**src/rtl/video_fetch_pkg.sv**
```systemverilog
// Shared constants, FSM state encodings and helpers for the video fetch scheduler.
package video_fetch_pkg;

  localparam int unsigned DEF_ADDR_W     = 30;
  localparam int unsigned DEF_LINE_WORDS = 160;
  localparam int unsigned DEF_LINES      = 480;
  localparam int unsigned DEF_FIFO_AW    = 9;
  localparam int unsigned DEF_BURST      = 8;

  localparam logic [2:0] ST_IDLE    = 3'd0;
  localparam logic [2:0] ST_WAIT_VS = 3'd1;
  localparam logic [2:0] ST_ARM     = 3'd2;
  localparam logic [2:0] ST_RUN     = 3'd3;
  localparam logic [2:0] ST_READ    = 3'd4;
  localparam logic [2:0] ST_DRAIN   = 3'd5;
  localparam logic [2:0] ST_DONE    = 3'd6;

  // Highest FIFO level at which a whole burst still fits.
  function automatic int unsigned room_thresh(input int unsigned fifo_aw,
                                              input int unsigned burst);
    return (32'd1 << fifo_aw) - burst;
  endfunction

endpackage

```
**src/rtl/video_fetch_addrgen.sv**
```systemverilog
// Frame position tracking: read address, line start, word/line counters.
// With VIDEO_FETCH_DBLY_EN defined, even output lines rewind to replay the source line.
module video_fetch_addrgen
  import video_fetch_pkg::*;
#(
  parameter int unsigned ADDR_W     = DEF_ADDR_W,
  parameter int unsigned LINE_WORDS = DEF_LINE_WORDS,
  parameter int unsigned LINES      = DEF_LINES
) (
  input  logic              clk_pixel,
  input  logic              resetn,
  input  logic              load,
  input  logic              advance,
  input  logic [ADDR_W-1:0] base_addr,
`ifdef VIDEO_FETCH_DBLY_EN
  input  logic              dbl_y,
`endif
  output logic [ADDR_W-1:0] rd_addr,
  output logic              frame_complete,
  output logic              last_word
);

  localparam int unsigned WC_W = (LINE_WORDS > 1) ? $clog2(LINE_WORDS) : 1;
  localparam int unsigned LC_W = $clog2(LINES + 1);

  logic [ADDR_W-1:0] rd_addr_q, rd_addr_d;
  logic [ADDR_W-1:0] line_start_q, line_start_d;
  logic [WC_W-1:0]   word_cnt_q, word_cnt_d;
  logic [LC_W-1:0]   line_cnt_q, line_cnt_d;
  logic              line_end;
  logic              rewind;

`ifdef VIDEO_FETCH_DBLY_EN
  logic dbl_q, dbl_d;

  assign dbl_d  = load ? dbl_y : dbl_q;
  assign rewind = dbl_q & ~line_cnt_q[0];

  always_ff @(posedge clk_pixel or negedge resetn) begin
    if (!resetn) dbl_q <= 1'b0;
    else         dbl_q <= dbl_d;
  end
`else
  assign rewind = 1'b0;
`endif

  assign line_end       = (word_cnt_q == WC_W'(LINE_WORDS - 1));
  assign last_word      = line_end && (line_cnt_q == LC_W'(LINES - 1));
  assign frame_complete = (line_cnt_q == LC_W'(LINES));
  assign rd_addr        = rd_addr_q;

  // NOTE: every always_comb target gets a default first, otherwise the hold path infers a latch.
  always_comb begin
    rd_addr_d    = rd_addr_q;
    line_start_d = line_start_q;
    word_cnt_d   = word_cnt_q;
    line_cnt_d   = line_cnt_q;
    if (load) begin
      rd_addr_d    = base_addr;
      line_start_d = base_addr;
      word_cnt_d   = '0;
      line_cnt_d   = '0;
    end else if (advance) begin
      if (line_end) begin
        word_cnt_d = '0;
        line_cnt_d = line_cnt_q + LC_W'(1);
        if (rewind) begin
          rd_addr_d = line_start_q;
        end else begin
          rd_addr_d    = rd_addr_q + ADDR_W'(1);
          line_start_d = rd_addr_q + ADDR_W'(1);
        end
      end else begin
        word_cnt_d = word_cnt_q + WC_W'(1);
        rd_addr_d  = rd_addr_q + ADDR_W'(1);
      end
    end
  end

  // NOTE: sequential state uses non-blocking assignments so every flop samples pre-edge values.
  always_ff @(posedge clk_pixel or negedge resetn) begin
    if (!resetn) begin
      rd_addr_q    <= '0;
      line_start_q <= '0;
      word_cnt_q   <= '0;
      line_cnt_q   <= '0;
    end else begin
      rd_addr_q    <= rd_addr_d;
      line_start_q <= line_start_d;
      word_cnt_q   <= word_cnt_d;
      line_cnt_q   <= line_cnt_d;
    end
  end

endmodule

```
**src/rtl/video_fetch_ctrl.sv**
```systemverilog
// Framebuffer prefetch scheduler: vsync-restarted, FIFO-throttled single-word reads.
// Optional line doubling (dbl_y input) is built when VIDEO_FETCH_DBLY_EN is defined.
module video_fetch_ctrl
  import video_fetch_pkg::*;
#(
  parameter int unsigned ADDR_W     = DEF_ADDR_W,
  parameter int unsigned LINE_WORDS = DEF_LINE_WORDS,
  parameter int unsigned LINES      = DEF_LINES,
  parameter int unsigned FIFO_AW    = DEF_FIFO_AW,
  parameter int unsigned BURST      = DEF_BURST
) (
  input  logic               clk_pixel,
  input  logic               resetn,
  input  logic               enable,
  input  logic [ADDR_W-1:0]  base_addr,
`ifdef VIDEO_FETCH_DBLY_EN
  input  logic               dbl_y,
`endif
  input  logic               vga_vsync,
  input  logic               fetch_next,
  input  logic [FIFO_AW:0]   fifo_level,
  input  logic               fifo_empty,
  output logic               rd_strobe,
  output logic [ADDR_W-1:0]  rd_addr,
  input  logic               rd_ack,
  input  logic [31:0]        rd_data,
  output logic               fifo_wr,
  output logic [31:0]        fifo_wdata,
  output logic               fifo_rst,
  output logic               frame_done,
  output logic               underrun
);

  localparam int unsigned    BC_W     = $clog2(BURST + 1);
  localparam logic [FIFO_AW:0] ROOM_LVL = (FIFO_AW + 1)'(room_thresh(FIFO_AW, BURST));

  logic [2:0]      state_q, state_d;
  logic            vsync_q;
  logic            rd_strobe_q, rd_strobe_d;
  logic [BC_W-1:0] burst_cnt_q, burst_cnt_d;
  logic            frame_done_q, frame_done_d;
  logic            underrun_q, underrun_d;
  logic            drain_arm_q, drain_arm_d;
  logic            vs_rise, ack_hit, room_ok;
  logic            load, advance, wr_c;
  logic            frame_complete, last_word;

  video_fetch_addrgen #(
    .ADDR_W     (ADDR_W),
    .LINE_WORDS (LINE_WORDS),
    .LINES      (LINES)
  ) u_addrgen (
    .clk_pixel      (clk_pixel),
    .resetn         (resetn),
    .load           (load),
    .advance        (advance),
    .base_addr      (base_addr),
`ifdef VIDEO_FETCH_DBLY_EN
    .dbl_y          (dbl_y),
`endif
    .rd_addr        (rd_addr),
    .frame_complete (frame_complete),
    .last_word      (last_word)
  );

  assign vs_rise = vga_vsync & ~vsync_q;
  assign ack_hit = rd_strobe_q & rd_ack;
  assign room_ok = (fifo_level <= ROOM_LVL);

  always_comb begin
    state_d      = state_q;
    rd_strobe_d  = rd_strobe_q;
    burst_cnt_d  = burst_cnt_q;
    frame_done_d = frame_done_q;
    drain_arm_d  = drain_arm_q;
    load         = 1'b0;
    advance      = 1'b0;
    wr_c         = 1'b0;
    case (state_q)
      ST_IDLE:    if (enable) state_d = ST_WAIT_VS;
      ST_WAIT_VS: begin
        if (!enable)      state_d = ST_IDLE;
        else if (vs_rise) state_d = ST_ARM;
      end
      ST_ARM: begin
        load         = 1'b1;
        burst_cnt_d  = '0;
        frame_done_d = 1'b0;
        rd_strobe_d  = 1'b0;
        state_d      = enable ? ST_RUN : ST_IDLE;
      end
      ST_RUN: begin
        if (!enable)             state_d = ST_IDLE;
        else if (vs_rise)        state_d = ST_ARM;
        else if (frame_complete) begin
          frame_done_d = 1'b1;
          state_d      = ST_DONE;
        end else if (room_ok) begin
          burst_cnt_d = '0;
          rd_strobe_d = 1'b1;
          state_d     = ST_READ;
        end
      end
      ST_READ: begin
        if (ack_hit) begin
          // Accepted word goes straight into the FIFO, even if an abort lands this cycle.
          wr_c        = 1'b1;
          advance     = 1'b1;
          rd_strobe_d = 1'b0;
          burst_cnt_d = burst_cnt_q + BC_W'(1);
          if (last_word) frame_done_d = 1'b1;
          if (!enable)      state_d = ST_IDLE;
          else if (vs_rise) state_d = ST_ARM;
          else if ((burst_cnt_q + BC_W'(1) == BC_W'(BURST)) || last_word) state_d = ST_RUN;
        end else if (rd_strobe_q) begin
          if (!enable || vs_rise) begin
            drain_arm_d = enable & vs_rise;
            state_d     = ST_DRAIN;
          end
        end else begin
          if (!enable)      state_d = ST_IDLE;
          else if (vs_rise) state_d = ST_ARM;
          else              rd_strobe_d = 1'b1;
        end
      end
      ST_DRAIN: begin
        if (vs_rise) drain_arm_d = 1'b1;
        if (rd_ack) begin
          rd_strobe_d = 1'b0;
          drain_arm_d = 1'b0;
          state_d     = (enable && (drain_arm_q || vs_rise)) ? ST_ARM : ST_IDLE;
        end
      end
      ST_DONE: begin
        if (!enable)      state_d = ST_IDLE;
        else if (vs_rise) state_d = ST_ARM;
      end
      default: begin
        rd_strobe_d = 1'b0;
        state_d     = ST_IDLE;
      end
    endcase
  end

  // Set wins over the ARM clear so a same-cycle underrun is never lost.
  assign underrun_d = (fetch_next & fifo_empty) ? 1'b1 :
                      (state_q == ST_ARM)       ? 1'b0 : underrun_q;

  always_ff @(posedge clk_pixel or negedge resetn) begin
    if (!resetn) begin
      state_q      <= ST_IDLE;
      vsync_q      <= 1'b0;
      rd_strobe_q  <= 1'b0;
      burst_cnt_q  <= '0;
      frame_done_q <= 1'b0;
      underrun_q   <= 1'b0;
      drain_arm_q  <= 1'b0;
    end else begin
      state_q      <= state_d;
      vsync_q      <= vga_vsync;
      rd_strobe_q  <= rd_strobe_d;
      burst_cnt_q  <= burst_cnt_d;
      frame_done_q <= frame_done_d;
      underrun_q   <= underrun_d;
      drain_arm_q  <= drain_arm_d;
    end
  end

  assign rd_strobe  = rd_strobe_q;
  assign fifo_wr    = wr_c;
  assign fifo_wdata = rd_data;
  assign fifo_rst   = (state_q == ST_ARM);
  assign frame_done = frame_done_q;
  assign underrun   = underrun_q;

endmodule
```
**config.mk**
```make
export PLATFORM = sky130hd
export DESIGN_NAME = video_fetch_ctrl
export DESIGN_NICKNAME = d
export VERILOG_FILES = /design/src/rtl/video_fetch_pkg.sv /design/src/rtl/video_fetch_addrgen.sv /design/src/rtl/video_fetch_ctrl.sv
export SDC_FILE = /design/constraint.sdc
export NUM_CORES = 1
export LEC_CHECK = 0
export BUFFER_PORTS_ARGS = -buffer_cell sky130_fd_sc_hd__buf_4
export CAP_MARGIN = 20
export CORE_ASPECT_RATIO = 0.9
export CORE_MARGIN = 2
export CORE_UTILIZATION = 45
export CTS_CLUSTER_SIZE = 25
export DETAILED_ROUTE_END_ITERATION = 12
export PLACE_DENSITY = 0.75
export SLEW_MARGIN = 30
export SYNTH_ARGS = -nofsm -noshare
export SYNTH_HDL_FRONTEND = slang
export SYNTH_SLANG_ARGS = --single-unit
```
**constraint.sdc**
```tcl
create_clock -name clk_pixel -period 2.55 [get_ports clk_pixel]
set_clock_uncertainty 0.2 [all_clocks]
set_input_delay 0.1275 -clock clk_pixel [delete_from_list [all_inputs] [get_ports clk_pixel]]
set_output_delay 0.1275 -clock clk_pixel [all_outputs]
set_load 0.005 [all_outputs]
```
* Word-level counts from Yosys, hierarchy flattened
Cells that the tools add are included.
Widths: inputs -> output; s select.
** Word-level totals
- Bits in registers :: 59
- Bits in latches :: 0
- Bits in writable memories :: 0
- Memory bits (read-only) :: 0
- Input bits :: 79
- Output and inout port bits :: 67
- Memories kept :: 0
** Operators by class
- Add/subtract/negate cells :: 4
- Multiply operators :: 0
- Divide/modulo/power cells :: 0
- $lt $le $gt $ge :: 1
- Equal/unequal tests :: 26
- Shift-type cells :: 0
- Mux-type cells :: 58
- Bitwise logic cells :: 6
- Reductions and logical operators :: 20
** Operators by type and width (number)
- $mux 30 :: 2
- $mux 3 :: 14
- $add 30x1->30 const B :: 1
- $mux 9 :: 3
- $mux 1 :: 24
- $mux 8 :: 3
- $ne 2x2->1 const B :: 12
- $mux 4 :: 5
- $eq 9x9->1 const B :: 2
- $pmux 3 s6 :: 1
- $reduce_and 6->1 :: 3
- $pmux 4 s3 :: 1
- $le 10x9->1 const B :: 1
- $ne 5x5->1 const B :: 2
- $reduce_and 5->1 :: 2
- $add 9x1->9 const B :: 1
- $eq 3x3->1 const B :: 3
- $add 8x1->8 const B :: 1
- $eq 8x8->1 const B :: 1
- $reduce_bool 2->1 :: 4
- $eq 3x2->1 const B :: 2
- $add 4x1->4 const B :: 1
- $and 1x1->1 :: 4
- $eq 4x4->1 const B :: 1
- other kinds (16) :: 21

* Depth between registers and ports, before layout
Gate-level depths: netlist (run 1).
- Depth in word-level cells :: 8
- Gate-level depth with buffers :: 9
- Gate-level depth less buffers :: 8

* Modules after synthesis
From an unflattened synthesis (run 1), not the netlist that was laid out.
** Unflattened totals
- Cells, all modules :: 429
- Area, all modules :: 3757.4 sq um
** By module, submodules not included
- video_fetch_addrgen :: instances 1, cells each 293, area an instance 2668.8 sq um
- video_fetch_ctrl :: instances 1, cells each 136, area an instance 1088.5 sq um

* Worst setup path after synthesis (run 1)
Ideal clock, no wire load.
- Path kind :: flip-flop to flip-flop
- Start :: register u_addrgen.line_cnt_q[0]
- End :: register state_q[0]
- Setup time :: 125 ps
- Data arrival time :: 1827 ps
- Slack :: 398 ps
- Stages on the path, launching flop included :: 8
- Buffers on the path :: 0
- Path through :: dfrtp_1 -> inv_1 -> ha_1 -> or4b_1 -> nor3_1 -> or4_1 -> nand2_1 -> mux2_2
** Between the ends
- Longest elaborated chain between the ends :: 5
- Elaborated cells on any way between the ends :: 11
- Classes of those cells :: eq/ne (4); mux (4); reduce/logical (3)
** Ends and longest elaborated chain
- from (decl) :: RTL line video_fetch_addrgen.sv:29 : logic [LC_W-1:0] line_cnt_q, line_cnt_d;
- from (signal assigned) :: RTL line video_fetch_addrgen.sv:91 : line_cnt_q <= line_cnt_d;
- $eq 9x9->1 (on tied branches) :: RTL line video_fetch_addrgen.sv:49, video_fetch_addrgen.sv:48
- $mux 3 / $logic_and 1x1->1 (equally long branches) :: RTL line video_fetch_ctrl.sv:95, video_fetch_addrgen.sv:48
- $mux 3 / $logic_or 1x1->1 (equally long branches) :: RTL line video_fetch_ctrl.sv:94, video_fetch_ctrl.sv:114
- $mux 3 / $ne 5x5->1 (equally long branches)
- $pmux 3 s6 / $reduce_and 5->1 (equally long branches)
- to (signal assigned) :: RTL line video_fetch_ctrl.sv:159 : state_q <= state_d;
- to (decl) :: RTL line video_fetch_ctrl.sv:37 : logic [2:0] state_q, state_d;
Several ways; a longest one is shown, not always the timed one.
A chain may end at the register's enable or synchronous reset.

* Worst setup path in the final report (run 1)
- Start :: register u_addrgen.line_cnt_q[0]
- End :: register state_q[2]
The elaborated chain is that of the path after synthesis.

==> impl_metrics.env, run 1 <==
export IMPL_status="finished, final reports clean"
export IMPL_gp_congestion=0.8701
export IMPL_ys_types=52
export IMPL_avgSynthCellArea_um2=8.875
export IMPL_synth_area_top_cells="dfrtp_1, buf_4, nand2_1, xor2_1, xnor2_1"
export IMPL_io_pins=146
export IMPL_cp_max_fo=5
export IMPL_ys_seq_area_frac=0.4087
export IMPL_grt_max_degree=65
export IMPL_layout_nets=581
export IMPL_grt_pass1_wl_um=14810
export IMPL_synth_top_cell_area_share=0.4087
export IMPL_drc_errors=0
export IMPL_reg2reg_from="u_addrgen.line_cnt_q[0]"
export IMPL_diodes=0
export IMPL_final_period_utilization=0.9244
export IMPL_synth_area_um2=3612
export IMPL_setup_violations=0
export IMPL_synth_nets=491
export IMPL_rsz0062_at_grt="no"
export IMPL_place_ws_ns=0.1943
export IMPL_reg2reg_depth=7
export IMPL_clock_path_buffers=2
export IMPL_r2r_end="state_q[2]"
export IMPL_cap_violations=0
export IMPL_vias=3248
export IMPL_tightestPinTransition_ns=0.7575
export IMPL_die_area_um2=8761
export IMPL_ys_warn_count=0
export IMPL_hold_viol=0
export IMPL_clk_pin_slew_worst_paths_ns=0.06
export IMPL_tns_ns=0
export IMPL_wl_per_cell_um=15.38
export IMPL_hold_class="input port to flip-flop"
export IMPL_cts_repair_resized=0
export IMPL_drtIter0Drc=179
export IMPL_syn_to_final_growth_pct=28.71
export IMPL_p_leak_nw=2.074
export IMPL_start_util=0.4717
export IMPL_end_kind="flip-flop"
export IMPL_layout_min_cycle_time_ns=2.357
export IMPL_max_freq_mhz=424.2
export IMPL_critPathLaunchType="flip-flop"
export IMPL_final_common_cell="buf_4"
export IMPL_path_class="flip-flop to flip-flop"
export IMPL_fin_ws_ns=0.1927
export IMPL_grt_pass1_vias=3212
export IMPL_syn_inst=407
export IMPL_synth_async_sr_flop_share=1.000
export IMPL_dp_final_hpwl_um=6144
export IMPL_cp_required_ns=2.57
export IMPL_clkSinkCount=59
export IMPL_die_w_um=98.44
export IMPL_cp_arrival_ns=2.38
export IMPL_ant_nets=0
export IMPL_maxSlewHeadroom=0.4950
export IMPL_antenna_found_initial=0
export IMPL_num_rows=30
export IMPL_final_cell_mix="buf_4, nand2_1, dfrtp_1"
export IMPL_synth_edff_count=0
export IMPL_critical_path_endpoint="state_q[2]"
export IMPL_layout_drive_gt1_share=0.2475
export IMPL_die_height_um=89.00
export IMPL_insertion_delay_ns=0.33
export IMPL_track_usage=0.2098
export IMPL_cts_tree="built"
export IMPL_ir_drop_mv=0.3379
export IMPL_synth_ff_type="dfrtp_1"
export IMPL_htree_levels=3
export IMPL_ys_ff_latch=59
export IMPL_grt_overflow=0
export IMPL_postCtsSetupRepairBufs=0
export IMPL_crit_path_start="u_addrgen.line_cnt_q[0]"
export IMPL_io_buffer_count=81
export IMPL_slew_violations=0
export IMPL_clockRootBuffer="clkbuf_8"
export IMPL_power_density_nw_per_um2=801.1
export IMPL_rrSetupSlack_ns=0.19
export IMPL_drt_wl_total_um=9181
export IMPL_dr_pass1_iters=4
export IMPL_cts_inserted_buffers=9
export IMPL_viasPerCell=5.441
export IMPL_core_area_um2=7657
export IMPL_yosysTopAreaCell="dfrtp_1"
==> cell type report <==
class                      instances  area [um^2]
inverter                          13        48.80
multi-input combinational        288         1779
clock buffer                      13        168.9
tap                               96        120.1
timing repair buffer             126         1046
fill                             676         3008
clock inverter                     2        10.01
sequential                        59         1476
==> critical path, stage by stage, from the launching register on <==
cell     delay, ns
dfrtp_1       0.42
inv_1         0.11
ha_1          0.15
or4b_1        0.43
nor3_1        0.38
or4_1         0.20
nand2_1       0.08
mux2_2        0.28
==> synthesized netlist by cell type, types with 2 or more instances <==
| library cell | count |
|---|---|
| nand3_1 | 15 |
| and4_1 | 3 |
| nand4_1 | 15 |
| clkbuf_1 | 7 |
| xor2_1 | 20 |
| ha_1 | 5 |
| a21oi_1 | 18 |
| nand4_4 | 2 |
| nor2_1 | 33 |
| o22ai_1 | 4 |
| nor3b_1 | 3 |
| nand2_1 | 61 |
| xnor2_1 | 18 |
| inv_1 | 13 |
| or3_4 | 2 |
| o21ai_0 | 30 |
| and3_1 | 7 |
| buf_2 | 3 |
| buf_4 | 34 |
| dfrtp_1 | 59 |
| a21o_1 | 4 |
| nor2b_1 | 2 |
| mux2_2 | 4 |
| a31oi_1 | 5 |
| nor4_2 | 2 |
| o21ai_1 | 2 |
| a22o_1 | 2 |
| buf_1 | 3 |
| mux2i_1 | 2 |
| o21ai_2 | 2 |
| nor3_1 | 5 |
| o311ai_0 | 2 |
==> per-stage QoR <==
step / instance area [um^2] / power, mW / hold slack, ns / std cells / util
2_1_floorplan: 3612 / 2.268 / -0.3681 / 407 / -
3_3_place_gp: 4120 / 2.826 / 0.04814 / 547 / 0.5381
3_5_place_dp: 4120 / 2.883 / 0.04873 / 547 / 0.5381
4_1_cts: 4649 / 3.718 / 0.02377 / 597 / 0.6072
5_1_grt: 4649 / 3.968 / 0.05501 / 597 / 0.6072
6_report: 4649 / 3.725 / 0.03551 / 597 / 0.6072
==> how the worst min path moves through the flow <==
stage                           start                     to  slack [ns]  cells past startpoint
after CTS                      rd_ack            drain_arm_q        0.02                      3
after floorplan                resetn         burst_cnt_q[0]       -0.37                      0
after global placement         resetn  u_addrgen.rd_addr[11]        0.05                      1
after detailed placement       resetn  u_addrgen.rd_addr[10]        0.05                      1
after global routing      rd_data[28]         fifo_wdata[28]        0.06                      0
final                          rd_ack            drain_arm_q        0.04                      3
==> per-layer routing <==
layer | global-route usage | wire length, um | up-vias
li1 | - | - | 1569
met1 | 0.2569 | 3789 | 1517
met2 | 0.3556 | 4517 | 117
met3 | 0.04613 | 504 | 45
met4 | 0.1059 | 370 | 0
met5 | 0 | 0 | -
==> power by group <==
part	internal, mW	switching, mW	total [mW]
combinational	0.706	0.549	1.26
sequential	1.25	0.436	1.69
clock	0.424	0.357	0.781
==> state kept, by name, summed over array words and instances, names as in the netlist <==
| register | flops |
|---|---|
| rd_strobe | 1 |
| state_q | 3 |
| u_addrgen.line_cnt_q | 9 |
| burst_cnt_q | 4 |
| underrun | 1 |
| u_addrgen.rd_addr | 30 |
| vsync_q | 1 |
| u_addrgen.word_cnt_q | 8 |
| drain_arm_q | 1 |
| frame_done | 1 |
==> what timing repair did <==
action                                  in CTS  in global routing
hold endpoints to repair                    93                  0
hold buffers                                35                  0
endpoints found under the setup margin       0                  0
==> cell families after synthesis <==
family / after synthesis / share of synthesized area
adder cells (fa/ha/maj): 5 / 0.01732
AND/OR/NAND/NOR: 162 / 0.2390
multiplexers: 6 / 0.01801
flip-flops: 59 / 0.4087
AO/OA/AOI/OAI: 77 / 0.1261
buffers and inverters: 60 / 0.09872
XOR/XNOR: 38 / 0.09214
Power figures use the tool's default switching activity.
==> run 2, diff against run 1 <==
--- a/config.mk
+++ b/config.mk
@@ -5,14 +5,13 @@
 export SDC_FILE = /design/constraint.sdc
 export NUM_CORES = 1
 export LEC_CHECK = 0
-export BUFFER_PORTS_ARGS = -buffer_cell sky130_fd_sc_hd__buf_4
 export CAP_MARGIN = 20
 export CORE_ASPECT_RATIO = 0.9
 export CORE_MARGIN = 2
 export CORE_UTILIZATION = 45
 export CTS_CLUSTER_SIZE = 25
 export DETAILED_ROUTE_END_ITERATION = 12
-export PLACE_DENSITY = 0.75
+export DONT_BUFFER_PORTS = 1
 export SLEW_MARGIN = 30
 export SYNTH_ARGS = -nofsm -noshare
 export SYNTH_HDL_FRONTEND = slang
==> impl_metrics.env, run 2 (same netlist as run 1, synthesis figures left out) <==
export IMPL_status="finished, final reports clean"
export IMPL_ant_nets=0
export IMPL_dp_final_hpwl_um=5893
export IMPL_reg2reg_from="state_q[1]"
export IMPL_clockRootBuffer="clkbuf_8"
export IMPL_grt_pass1_vias=2740
export IMPL_end_kind="flip-flop"
export IMPL_antenna_found_initial=0
export IMPL_clkSinkCount=59
export IMPL_grt_max_degree=65
export IMPL_final_period_utilization=0.9510
export IMPL_layout_drive_gt1_share=0.1098
export IMPL_final_common_cell="nand2_1"
export IMPL_io_pins=146
export IMPL_layout_nets=507
export IMPL_diodes=0
export IMPL_insertion_delay_ns=0.33
export IMPL_cap_violations=0
export IMPL_vias=2924
export IMPL_num_rows=30
export IMPL_r2r_end="u_addrgen.rd_addr[1]"
export IMPL_die_w_um=98.44
export IMPL_drt_met1_wl_um=3786
export IMPL_power_density_nw_per_um2=844.3
export IMPL_wl_per_cell_um=16.11
export IMPL_hold_viol=0
export IMPL_core_area_um2=7657
export IMPL_gp_congestion=0.8291
export IMPL_largest_reg_flops=30
export IMPL_track_usage=0.1948
export IMPL_critical_path_endpoint="u_addrgen.rd_addr[1]"
export IMPL_cp_max_fo=12
export IMPL_p_leak_nw=1.723
export IMPL_crit_path_start="state_q[1]"
export IMPL_drtIter0Drc=123
export IMPL_rrSetupSlack_ns=0.12
export IMPL_path_class="flip-flop to flip-flop"
export IMPL_drt_wl_total_um=8444
export IMPL_critPathLaunchType="flip-flop"
export IMPL_cts_tree="built"
export IMPL_setup_violations=0
export IMPL_reg2reg_depth=7
export IMPL_drc_errors=0
export IMPL_viasPerCell=5.580
export IMPL_maxSlewHeadroom=0.7431
export IMPL_ir_drop_mv=0.3607
export IMPL_hold_class="input port to flip-flop"
export IMPL_start_util=0.4717
export IMPL_totalPowerFinal_mw=3.514
export IMPL_cts_inserted_buffers=9
export IMPL_layout_min_cycle_time_ns=2.425
export IMPL_wl_met3_um=538
export IMPL_cp_required_ns=2.63
export IMPL_max_freq_mhz=412.4
export IMPL_syn_to_final_growth_pct=15.24
export IMPL_grt_pass1_wl_um=13770
export IMPL_htree_levels=3
export IMPL_slew_violations=0
export IMPL_tightestPinTransition_ns=0.3843
export IMPL_top_layer_used="met4"
export IMPL_rsz0062_at_grt="no"
export IMPL_die_area_um2=8761
export IMPL_clock_path_buffers=2
export IMPL_dr_pass1_iters=4
export IMPL_wl_met2_um=4041
export IMPL_final_cell_mix="nand2_1, dfrtp_1, dlygate4sd3_1"
export IMPL_grt_overflow=0
export IMPL_die_height_um=89.00
export IMPL_tns_ns=0
export IMPL_clk_pin_slew_worst_paths_ns=0.07
export IMPL_io_buffer_count=0
export IMPL_cp_arrival_ns=2.50
==> run 2: cell types whose count changed in the layout (fill, tap and decap cells not counted) <==
cell           change
clkbuf_8           -3
dfrtp_2            +1
nor3_2             +1
bufinv_16          +2
dlygate4sd3_1      +5
buf_4             -80
clkbuf_1           +1
clkinvlp_4         +1
nor3_1             -1
dfrtp_1            -1
buf_16             +1
==> run 2: critical path, cell delays in order (launching register included) <==
cell and delay (ns):
dfrtp_1 0.51, and4bb_4 0.44, nand2_2 0.06, inv_1 0.20, buf_4 0.19, nand2_1 0.06, a31oi_1 0.14, dlygate4sd3_1 0.56
==> run 2: worst min-delay path by stage <==
stage / depth (start not counted) / slack, ns / endpoint / from
after floorplan: 0 / -0.37 / burst_cnt_q[0] / resetn
after detailed placement: 0 / -0.37 / u_addrgen.line_cnt_q[6] / resetn
after global routing: 0 / 0.06 / fifo_wdata[25] / rd_data[25]
after global placement: 0 / -0.37 / u_addrgen.line_cnt_q[2] / resetn
after CTS: 4 / 0.03 / u_addrgen.rd_addr[15] / rd_ack
final: 4 / 0.04 / u_addrgen.rd_addr[15] / rd_ack
==> run 2: timing repair <==
action,in CTS,in global routing
buffers inserted,0,0
hold endpoints to repair,101,0
setup endpoints to repair,0,3
hold buffers,41,0
resized for setup,0,2
==> run 2: area by class of cell <==
class,count,area (um^2)
multi-input cells,288,1784
inverters,13,48.80
repair buffers,52,523.0
well taps,96,120.1
flip-flops and latches,59,1478
fillers,715,3495
clock buffers,11,131.4
clock inverters,5,77.57
==> run 2: through the flow <==
stage          setup slack [ns]  instance area [um^2]  cells  utilization  hold slack [ns]
3_3_place_gp             0.2578                  3520    467       0.4596          -0.3661
3_5_place_dp             0.1715                  3520    467       0.4596          -0.3659
2_1_floorplan            0.3979                  3612    407            -          -0.3681
6_report                 0.1250                  4163    524       0.5436          0.03516
5_1_grt                0.002062                  4163    524       0.5436          0.05501
4_1_cts                  0.1279                  4156    524       0.5428          0.02954
==> run 2: per-layer routing <==
metal | track usage | vias up
met5 | 0 | -
met4 | 0.06351 | 0
met3 | 0.06568 | 11
met2 | 0.3030 | 93
met1 | 0.2592 | 1403
li1 | - | 1417
==> run 2: where the power goes <==
part / internal, mW / switching (mW)
clock: 0.548 / 0.370
combinational: 0.442 / 0.439
sequential: 1.25 / 0.464
total: 2.24 / 1.27
==> run 3, diff against run 2 <==
==> constraint.sdc (replaced) <==
create_clock -name clk_pixel -period 2.7 [get_ports clk_pixel]
set_clock_uncertainty 0.2 [all_clocks]
set_input_delay 0.135 -clock clk_pixel [delete_from_list [all_inputs] [get_ports clk_pixel]]
set_output_delay 0.135 -clock clk_pixel [all_outputs]
set_load 0.005 [all_outputs]
==> impl_metrics.env, run 3 (same netlist as run 1, synthesis figures left out) <==
export IMPL_status="finished, final reports clean"
export IMPL_postCtsSetupRepairBufs=0
export IMPL_max_freq_mhz=394.3
export IMPL_track_usage=0.1959
export IMPL_cap_violations=0
export IMPL_core_area_um2=7657
export IMPL_ir_drop_mv=0.3725
export IMPL_largest_reg_flops=30
export IMPL_antenna_found_initial=0
export IMPL_die_height_um=89.00
export IMPL_cts_inserted_buffers=9
export IMPL_layout_drive_gt1_share=0.09670
export IMPL_slew_violations=0
export IMPL_hold_viol=0
export IMPL_layout_nets=504
export IMPL_maxSlewHeadroom=0.7107
export IMPL_wl_per_cell_um=16.04
export IMPL_p_leak_nw=1.708
export IMPL_crit_path_start="state_q[2]"
export IMPL_cp_max_fo=15
export IMPL_vias=2895
export IMPL_io_pins=146
export IMPL_power_density_nw_per_um2=763.4
export IMPL_grt_max_degree=65
export IMPL_die_area_um2=8761
export IMPL_hold_class="input port to flip-flop"
export IMPL_ant_nets=0
export IMPL_rsz0062_at_grt="no"
export IMPL_reg2reg_from="state_q[2]"
export IMPL_cp_arrival_ns=2.54
export IMPL_tns_ns=0
export IMPL_drt_wl_total_um=8343
export IMPL_final_cell_mix="nand2_1, dfrtp_1, dlygate4sd3_1"
export IMPL_dp_final_hpwl_um=5781
export IMPL_grt_overflow=0
export IMPL_start_util=0.4717
export IMPL_hold_slack_ns=0.03247
export IMPL_layout_min_cycle_time_ns=2.536
export IMPL_num_rows=30
export IMPL_grt_pass1_wl_um=13650
export IMPL_clock_path_buffers=2
export IMPL_gp_congestion=0.8334
export IMPL_final_common_cell="nand2_1"
export IMPL_syn_to_final_growth_pct=13.34
export IMPL_clkSinkCount=59
export IMPL_clk_pin_slew_worst_paths_ns=0.07
export IMPL_final_period_utilization=0.9393
export IMPL_cp_required_ns=2.71
export IMPL_drc_errors=0
export IMPL_tightestPinTransition_ns=0.4306
export IMPL_clockRootBuffer="clkbuf_8"
export IMPL_setup_violations=0
export IMPL_insertion_delay_ns=0.33
export IMPL_htree_levels=3
export IMPL_die_w_um=98.44
export IMPL_diodes=0
export IMPL_place_ws_ns=0.3368
export IMPL_fin_ws_ns=0.1640
export IMPL_cts_tree="built"
export IMPL_min_from="rd_ack"
export IMPL_grt_pass1_vias=2798
export IMPL_end_kind="flip-flop"
export IMPL_viasPerCell=5.567
export IMPL_dr_pass1_iters=4
export IMPL_drtIter0Drc=129
export IMPL_critPathLaunchType="flip-flop"
export IMPL_io_buffer_count=0
export IMPL_path_class="flip-flop to flip-flop"
==> run 3: cell type report <==
cell class | count | area (um^2)
clock buffers | 12 | 145.1
clock inverters | 3 | 15.01
fillers | 742 | 3563
inverters | 13 | 48.80
multi-input cells | 288 | 1788
flip-flops and latches | 59 | 1476
well taps | 96 | 120.1
repair buffers | 49 | 500.5
==> run 3: final timing paths <==
check                                                to  slack (ns)  depth (start not counted)
worst max register to register    u_addrgen.rd_addr[18]        0.16                          6
worst min-delay path                          rd_strobe        0.03                          3
worst min register to register  u_addrgen.word_cnt_q[0]        0.33                          1
max in group asynchronous          u_addrgen.rd_addr[9]        1.91                          2
worst max-delay path              u_addrgen.rd_addr[18]        0.16                          6
min in group asynchronous       u_addrgen.line_cnt_q[8]        0.13                          2
==> run 3: per-stage QoR <==
stage | util | instance area [um^2] | cells | total power, mW
2_1_floorplan | - | 3612 | 407 | 2.142
4_1_cts | 0.5335 | 4085 | 520 | 3.158
6_report | 0.5346 | 4094 | 520 | 3.125
3_5_place_dp | 0.4567 | 3497 | 464 | 2.351
5_1_grt | 0.5346 | 4094 | 520 | 3.367
3_3_place_gp | 0.4567 | 3497 | 464 | 2.320
==> run 3: metal layers <==
layer / track usage / up-vias / routed length, um
met4: 0.05479 / 0 / 87
met2: 0.3098 / 100 / 3909
li1: - / 1402 / -
met5: 0 / - / 0
met1: 0.2562 / 1381 / 3685
met3: 0.07271 / 12 / 660
==> run 3: critical path, stage by stage (launching register included) <==
cell	delay, ns
dfrtp_1	0.61
and4bb_4	0.35
nand3_2	0.14
nor4_4	0.30
xnor2_1	0.16
o21ai_0	0.08
dlygate4sd3_1	0.58
==> run 3: timing repair <==
action,4_1_cts,5_1_grt
gates resized for setup,0,1
hold buffers,41,0
hold endpoints to repair,100,0
setup endpoints to repair,0,1
==> run 3: where the power goes <==
part | switching, mW | total [mW] | internal [mW]
registers | 0.458 | 1.64 | 1.18
logic | 0.393 | 0.803 | 0.410
clock network | 0.334 | 0.683 | 0.349
total | 1.18 | 3.13 | 1.94
